<file path="config.mk">
export PLATFORM = sky130hd
export DESIGN_NAME = attention_score_engine
export DESIGN_NICKNAME = d
export VERILOG_FILES = /design/src/rtl/attention_score_engine.sv
export SDC_FILE = /design/constraint.sdc
export NUM_CORES = 2
export LEC_CHECK = 0
export ABC_AREA = 1
export CAP_MARGIN = 40
export CORE_MARGIN = 1.5
export CORE_UTILIZATION = 62
export CTS_BUF_LIST = sky130_fd_sc_hd__clkbuf_16
export CTS_CLUSTER_SIZE = 40
export DETAILED_ROUTE_END_ITERATION = 8
export HOLD_SLACK_MARGIN = 0.02
export PLACE_DENSITY_LB_ADDON = 0.12
export SYNTH_ARGS = -nofsm -noshare
export SYNTH_HDL_FRONTEND = slang
export SYNTH_SLANG_ARGS = --single-unit
</file>
<file path="constraint.sdc">
create_clock -name clk -period 12.85 [get_ports clk]
set_clock_uncertainty 0.15 [all_clocks]
set_input_delay 1.285 -clock clk [delete_from_list [all_inputs] [get_ports clk]]
set_output_delay 1.285 -clock clk [all_outputs]
set_load 0.01 [all_outputs]
</file>
<file path="src/rtl/attention_score_engine.sv">
// attention_score_engine: sequential Q·K scorer with shared MAC, saturated scaled scores and running max.
module attention_score_engine #(
  parameter int DATA_W = 32,
  parameter int DIM = 6,
  parameter int NUM_KEYS = 4,
  parameter int SHIFT_AMOUNT = 2,
  parameter int OUT_W = 64,
  parameter logic signed [OUT_W-1:0] LINEAR_NORM = '0,
  localparam int IDX_W = $clog2(NUM_KEYS > 1 ? NUM_KEYS : 2)
) (
  input  logic                    clk,
  input  logic                    rst,
  input  logic                    flush,
  input  logic                    q_valid,
  output logic                    q_ready,
  input  logic [DIM*DATA_W-1:0]   q_data,
  input  logic                    k_valid,
  output logic                    k_ready,
  input  logic [DIM*DATA_W-1:0]   k_data,
  output logic                    score_valid,
  input  logic                    score_ready,
  output logic [OUT_W-1:0]        score,
  output logic [IDX_W-1:0]        score_idx,
  output logic                    score_last,
  output logic [OUT_W-1:0]        max_score,
  output logic [IDX_W-1:0]        max_idx
);
  localparam int PW = 2*DATA_W;
  localparam int ACC_W = PW + $clog2(DIM) + 1;
  localparam int SW = (ACC_W > OUT_W ? ACC_W : OUT_W) + 1;
  localparam int EW = $clog2(DIM > 1 ? DIM : 2);
  localparam logic signed [OUT_W-1:0] S_MAX = {1'b0, {(OUT_W-1){1'b1}}};
  localparam logic signed [OUT_W-1:0] S_MIN = {1'b1, {(OUT_W-1){1'b0}}};

  typedef enum logic [1:0] {IDLE, LOAD_K, MAC, EMIT} state_t;
  state_t state, state_n;

  logic [DIM*DATA_W-1:0] q_reg, q_sh, k_sh;
  logic signed [ACC_W-1:0] acc, acc_n;
  logic signed [PW-1:0] prod;
  logic signed [SW-1:0] s;
  logic signed [OUT_W-1:0] score_n;
  logic [EW-1:0] elem_cnt;
  logic [IDX_W-1:0] key_cnt;
  logic mac_done;

  assign q_ready = state == IDLE;
  assign k_ready = state == LOAD_K;
  assign score_valid = state == EMIT;

  // Working copies shift down one element per MAC cycle so element 0 always feeds the multiplier.
  always_comb begin
    prod = PW'($signed(q_sh[DATA_W-1:0])) * PW'($signed(k_sh[DATA_W-1:0]));
    acc_n = acc + ACC_W'(prod);
    mac_done = elem_cnt == EW'(DIM-1);
    s = SW'(acc_n >>> SHIFT_AMOUNT) + SW'(LINEAR_NORM);
    score_n = s > SW'(S_MAX) ? S_MAX : s < SW'(S_MIN) ? S_MIN : s[OUT_W-1:0];
  end

  always_comb begin
    state_n = flush ? IDLE :
              state == IDLE   ? (q_valid ? LOAD_K : IDLE) :
              state == LOAD_K ? (k_valid ? MAC : LOAD_K) :
              state == MAC    ? (mac_done ? EMIT : MAC) :
              (score_ready ? (score_last ? IDLE : LOAD_K) : EMIT);
  end

  always_ff @(posedge clk) state <= rst ? IDLE : state_n;

  always_ff @(posedge clk) begin
    if (rst) begin
      q_reg <= '0;
      q_sh <= '0;
      k_sh <= '0;
      acc <= '0;
      elem_cnt <= '0;
      key_cnt <= '0;
      score <= '0;
      score_idx <= '0;
      score_last <= 1'b0;
      max_score <= '0;
      max_idx <= '0;
    end else if (flush) begin
      acc <= '0;
      elem_cnt <= '0;
      key_cnt <= '0;
    end else begin
      if (state == IDLE && q_valid) begin
        q_reg <= q_data;
        key_cnt <= '0;
      end
      if (state == LOAD_K && k_valid) begin
        q_sh <= q_reg;
        k_sh <= k_data;
        acc <= '0;
        elem_cnt <= '0;
      end
      if (state == MAC) begin
        acc <= acc_n;
        elem_cnt <= elem_cnt + 1'b1;
        q_sh <= q_sh >> DATA_W;
        k_sh <= k_sh >> DATA_W;
        if (mac_done) begin
          score <= score_n;
          score_idx <= key_cnt;
          score_last <= key_cnt == IDX_W'(NUM_KEYS-1);
          if (key_cnt == '0 || score_n > $signed(max_score)) begin
            max_score <= score_n;
            max_idx <= key_cnt;
          end
        end
      end
      if (state == EMIT && score_ready && !score_last) key_cnt <= key_cnt + 1'b1;
    end
  end
endmodule

</file>
; Word-level counts from Yosys, hierarchy flattened
; Index checks and enable logic that the tools add are counted.
[word_totals]
elab_cells = 60
reg_bits = 784
inputBits = 390
[classes]
n_mux = 20
n_reduce_logical = 15
n_addsub = 3
n_mul = 1
order_cmp = 3
bitwise = 1
n_eq_ne = 5
[op_table]
columns = op, count
row1 = 192-bit two-way mux, 4
row2 = 68-bit two-way mux, 2
row3 = 64-bit two-way mux, 2
row4 = 68-bit by 64-bit adder with 68-bit output, 1
row5 = "66-bit by 64-bit greater-than comparator with 1-bit output, second input constant", 1
row6 = "66-bit by 64-bit less-than comparator with 1-bit output, second input constant", 1
row7 = 64-bit greater-than comparator, 1
row8 = 32-bit by 32-bit multiplier with 64-bit output, 1
row9 = 2-bit two-way mux, 7
row10 = "2-bit equality test, second input constant", 3
row11 = 3-bit two-way mux, 2
row12 = 1-bit logical AND, 4
row13 = 2-bit zero test, 2
row14 = 2-bit AND reduction, 2
row15 = 4-bit AND reduction, 1
row16 = 2-bit nonzero test, 2
row17 = "3-bit by 1-bit adder with 3-bit output, second input constant", 1
row18 = "3-bit equality test, second input constant", 1
row19 = 1-bit two-way mux, 3
row20 = 3-bit AND reduction, 1
row21 = "2-bit by 1-bit adder with 2-bit output, second input constant", 1
row22 = "2-bit by 1-bit equality test with 1-bit output, second input constant", 1
row23 = 2-bit OR reduction, 1
row24 = 1-bit zero test, 1
row25 = other kinds (2), 2

; Longest topological paths before layout
[logic_depth]
ltp_word = 8
depth_mapped = 62

; Worst setup path after synthesis
; OpenSTA, ideal clock, no wires.
[synth_timing]
path_kind = register to register
startpoint = register q_sh[31]
endpoint = register max_score[57]
setup_time_ns = 0.113
setup_slack_ns = 2.767
path_stages_with_launch = 47
required_time_ns = 12.587
arrival_ns = 9.820
path_cell_list = dfxtp_1 -> clkbuf_1 -> nand2_1 -> fa_1 -> fa_1 -> inv_1 -> fa_1 -> inv_1 -> fa_1 -> inv_1 -> fa_1 -> fa_1 -> fa_1 -> inv_1 -> fa_1 -> inv_1 -> ha_1 -> a21o_1 -> (+11 left out) -> nand2_1 -> nand2_1 -> ha_1 -> nand2_1 -> nor4_1 -> nand3b_1 -> nor2_1 -> nand2_1 -> nand2_1 -> nand2_1 -> nand3_1 -> nand2_1 -> nand2_1 -> buf_2 -> buf_2 -> nand2_1 -> nand2_1 -> nor2_1
[synth_between]
elab_chain_len = 8
word_cells_on_any_way = 9
cone_classes = add/sub (1) / mul (1) / order compare (3) / mux (2) / reduce/logical (2)
[synth_rtl]
columns = item, line_no
row1 = start: declaration, 38  ; logic [DIM*DATA_W-1:0] q_reg, q_sh, k_sh;
row2 = start signal: assignment, 93  ; q_sh <= q_reg;
row3 = start signal: assignment, 101  ; q_sh <= q_sh >> DATA_W;
row4 = 32-bit by 32-bit multiplier with 64-bit output (*), 53  ; prod = PW'($signed(q_sh[DATA_W-1:0])) * PW'($signed(k_sh[DATA_W-1:0]));
row5 = 68-bit by 64-bit adder with 68-bit output (*), 54  ; acc_n = acc + ACC_W'(prod);
row6 = 66-bit by 64-bit less-than comparator with 1-bit output, 57  ; score_n = s > SW'(S_MAX) ? S_MAX : s < SW'(S_MIN) ? S_MIN : s[OUT_W-1:0];
row7 = 64-bit two-way mux, 57
row8 = 64-bit two-way mux (*), 57
row9 = named net score_n[47], 42  ; logic signed [OUT_W-1:0] score_n;
row10 = 64-bit greater-than comparator (*), 107  ; if (key_cnt == '0 || score_n > $signed(max_score)) begin
row11 = 1-bit logical OR (*), 107
row12 = 4-bit AND reduction (no line) (*), --
row13 = end signal: assignment, 108  ; max_score <= score_n;
row14 = end: declaration, 25  ; output logic [OUT_W-1:0] max_score,
; The timed path passes the listed nets; every way through them passes the cells marked *.
; A chain may end at the register's enable or synchronous reset.

; Final worst setup path
[layout_timing]
startpoint = register q_sh[31]
endpoint = register max_score[46]
; The elaborated chain is that of the path after synthesis.

==> flow_summary.toml <==
[route]
drtIter0Drc = 4987
drcViolationCount = 0
wl_per_cell_um = 19.03
ant_nets = 0
via_per_inst = 5.414
vias = 63872
dr.pass1.iters = 7
drt_wl_total_um = 224500

[placement]
place_ws_ns = 1.151
gp_congestion = 1.021
io_buffer_count = 525
dpl.hpwl_um = 177000

[logic_synthesis]
synth.cell_area_um2 = 76200
synth_nets = 11884
yosysWarningCount = 0
yosys-top-cells-area = "fa_1 (33%), dfxtp_1 (21%), nand2_1 (13%)"
synth_area_leader_cell = "fa_1"
synth-edff-count = 0
synth_top_area_share_pct = 32.89
yosysSeqAreaShare_pct = 20.60
ys_ff_latch = 784
synthDistinctLibCells = 36
async_flop_share_pct = 0
syn_inst = 9948
synth_area_per_cell_um2 = 7.660
synth-main-ff-cell = "dfxtp_1"

[floorplanning]
row_count = 128
initial_core_util_pct = 62.52
fp.dieArea_um2 = 125000
die_h_um = 353.6
fp.coreArea_um2 = 121900
io_pins = 526
die_x_um = 353.6

[power_and_ir_drop]
cellPowerDensity_nw_per_um2 = 69.98
max-vdd-ir-drop_mv = 0.09676
leakagePower_nw = 44.32

[sta]
setup_violations = 0
max_freq_mhz = 83.88
tns_ns = 0
tightest_slew_ns = 1.049
fin_ws_ns = 0.9284
slew_viol_final = 0
min_period_ns = 11.92
hold_ws_ns = 0.2928
slew_headroom_pct = 30.10
fin_crit_sh_pct = 92.78
hold_violations = 0
grt_setup_unrepaired = "false"

[worst_setup_path]
arrival_ns = 12.33
crit_required_ns = 13.26
cpMaxStageDelayCell = "fa_1"
cp_max_fo = 50
worst_setup_path_end_kind = "register"
path_class = "reg2reg"
cp-start-kind = "register"
cpPeakStageDelay_ns = 0.75

[clock_tree]
cts_hold_repair.buffers = 0
max-clock-path-buffers = 3
htree_levels = 3
cts_inserted_buffers = 85
cts_setup_buffers = 0
cts_tree = "built"
clk_latency_ns = 0.73
clkSlewWorstSetupHoldPaths_ns = 0.06
root_buffer = "clkbuf_16"
post_cts_resized = 0
cts_num_sinks = 784

[outcome]
outcome = "finished, final reports clean"

[global_routing]
grt_pass1_vias = 65664
grt_max_degree = 260
grt_pass1_wl_um = 356100
antenna_found_initial = 17
overflow = 0
grt_usage_pct = 36.28

[layout]
nFillCells = 10143
fin_util_pct = 69.90
drive_gt1_share_pct = 3.386
area_delta_synth_final_pct = 11.80
final_nets = 12027

[job]
drv_cap = 0

[hold_path]
holdCritPathClass = "reg2reg"
cell usage in the layout, fill, tap and decap left out, types with 9 or more instances in the layout:
master,Yosys,routed
xnor2_1,12,12
nand2_1,2572,2569
buf_4,6,113
o21ai_0,548,548
xor2_1,46,46
nor2_1,440,438
fa_1,1252,1252
nor3_1,17,17
ha_1,294,294
clkinv_2,0,9
dfxtp_1,784,773
o21bai_1,20,20
a31oi_1,320,320
nand2_2,51,53
clkinv_1,0,18
diode_2,0,13
inv_1,2276,2300
buf_12,0,9
clkbuf_16,0,85
dfxtp_2,0,11
clkdlybuf4s50_1,0,524
nand3_1,206,206
a21oi_1,441,441
logic make-up (layout without fill, tap and decap cells):
kind of cell / Yosys count / after routing / share of synthesized area, %
AOI/OAI and AO/OA: 1344 / 1344 / 9.460
xor gates and xnor gates: 58 / 58 / 0.6667
adders and majority gates: 1546 / 1546 / 37.72
buffers and inverters: 2888 / 3100 / 14.43
DFF: 784 / 784 / 20.60
other: 0 / 13 / 0
and+or+nand+nor: 3328 / 3328 / 17.12
worst max-delay path: cells and delay by family (launching register included):
family	cells	cell delay [ns]
buffers and inverters	10	1.96
adder cells (fa/ha/maj)	10	5.36
AO/OA/AOI/OAI	4	0.63
flip-flops	1	0.44
AND/OR/NAND/NOR	18	3.14
cells in the mapped netlist (46+ instances only):
cell	count
nand2_2	51
a21oi_1	441
nor2_1	440
inv_1	2276
dfxtp_1	784
nand3_1	206
nand2_1	2572
fa_1	1252
ha_1	294
o21ai_0	548
clkbuf_1	538
xor2_1	46
a31oi_1	320
layout make-up:
type | count | area [um2] | area share, %
clock inverter | 71 | 580.6 | 0.6815
timing repair buffer | 660 | 6584 | 7.728
tap | 1625 | 2033 | 2.387
inverter | 2284 | 8588 | 10.08
clock buffer | 85 | 2127 | 2.497
multi-input combinational | 6276 | 49540 | 58.15
sequential | 784 | 15710 | 18.44
antenna | 13 | 32.53 | 0.03818
through the flow:
step / power (mW) / instances / area [um2]
detailed placement: 3.581 / 11629 / 82450
finish: 5.962 / 11798 / 85190
global placement: 3.555 / 11612 / 82080
global route: 6.194 / 11798 / 85190
floorplan: 3.207 / 9948 / 76200
CTS: 5.976 / 11785 / 85160
per-layer routing:
metal	GRT usage, %	share of wire, %	vias to the layer above
met2	62.09	50	2377
met4	18.72	5.5	6
li1	-	-	29687
met1	44.82	38	31200
met3	5.093	6.7	602
met5	0	0.016	-
where the power goes:
part / internal (mW) / switching [mW] / total [mW]
combinational: 0.377 / 0.594 / 0.971
sequential: 2.51 / 0.0669 / 2.58
clock: 1.32 / 1.09 / 2.41
total: 4.21 / 1.75 / 5.96
final timing paths:
kind | startpoint | to | slack, ns | depth (start not counted)
worst max register to register | q_sh[31] | max_score[46] | 0.93 | 42
worst min-delay path | q_reg[158] | q_reg[158] | 0.29 | 2
worst min register to register | q_reg[158] | q_reg[158] | 0.29 | 2
worst max-delay path | q_sh[31] | max_score[46] | 0.93 | 42
(Power assumes the default switching activity.)
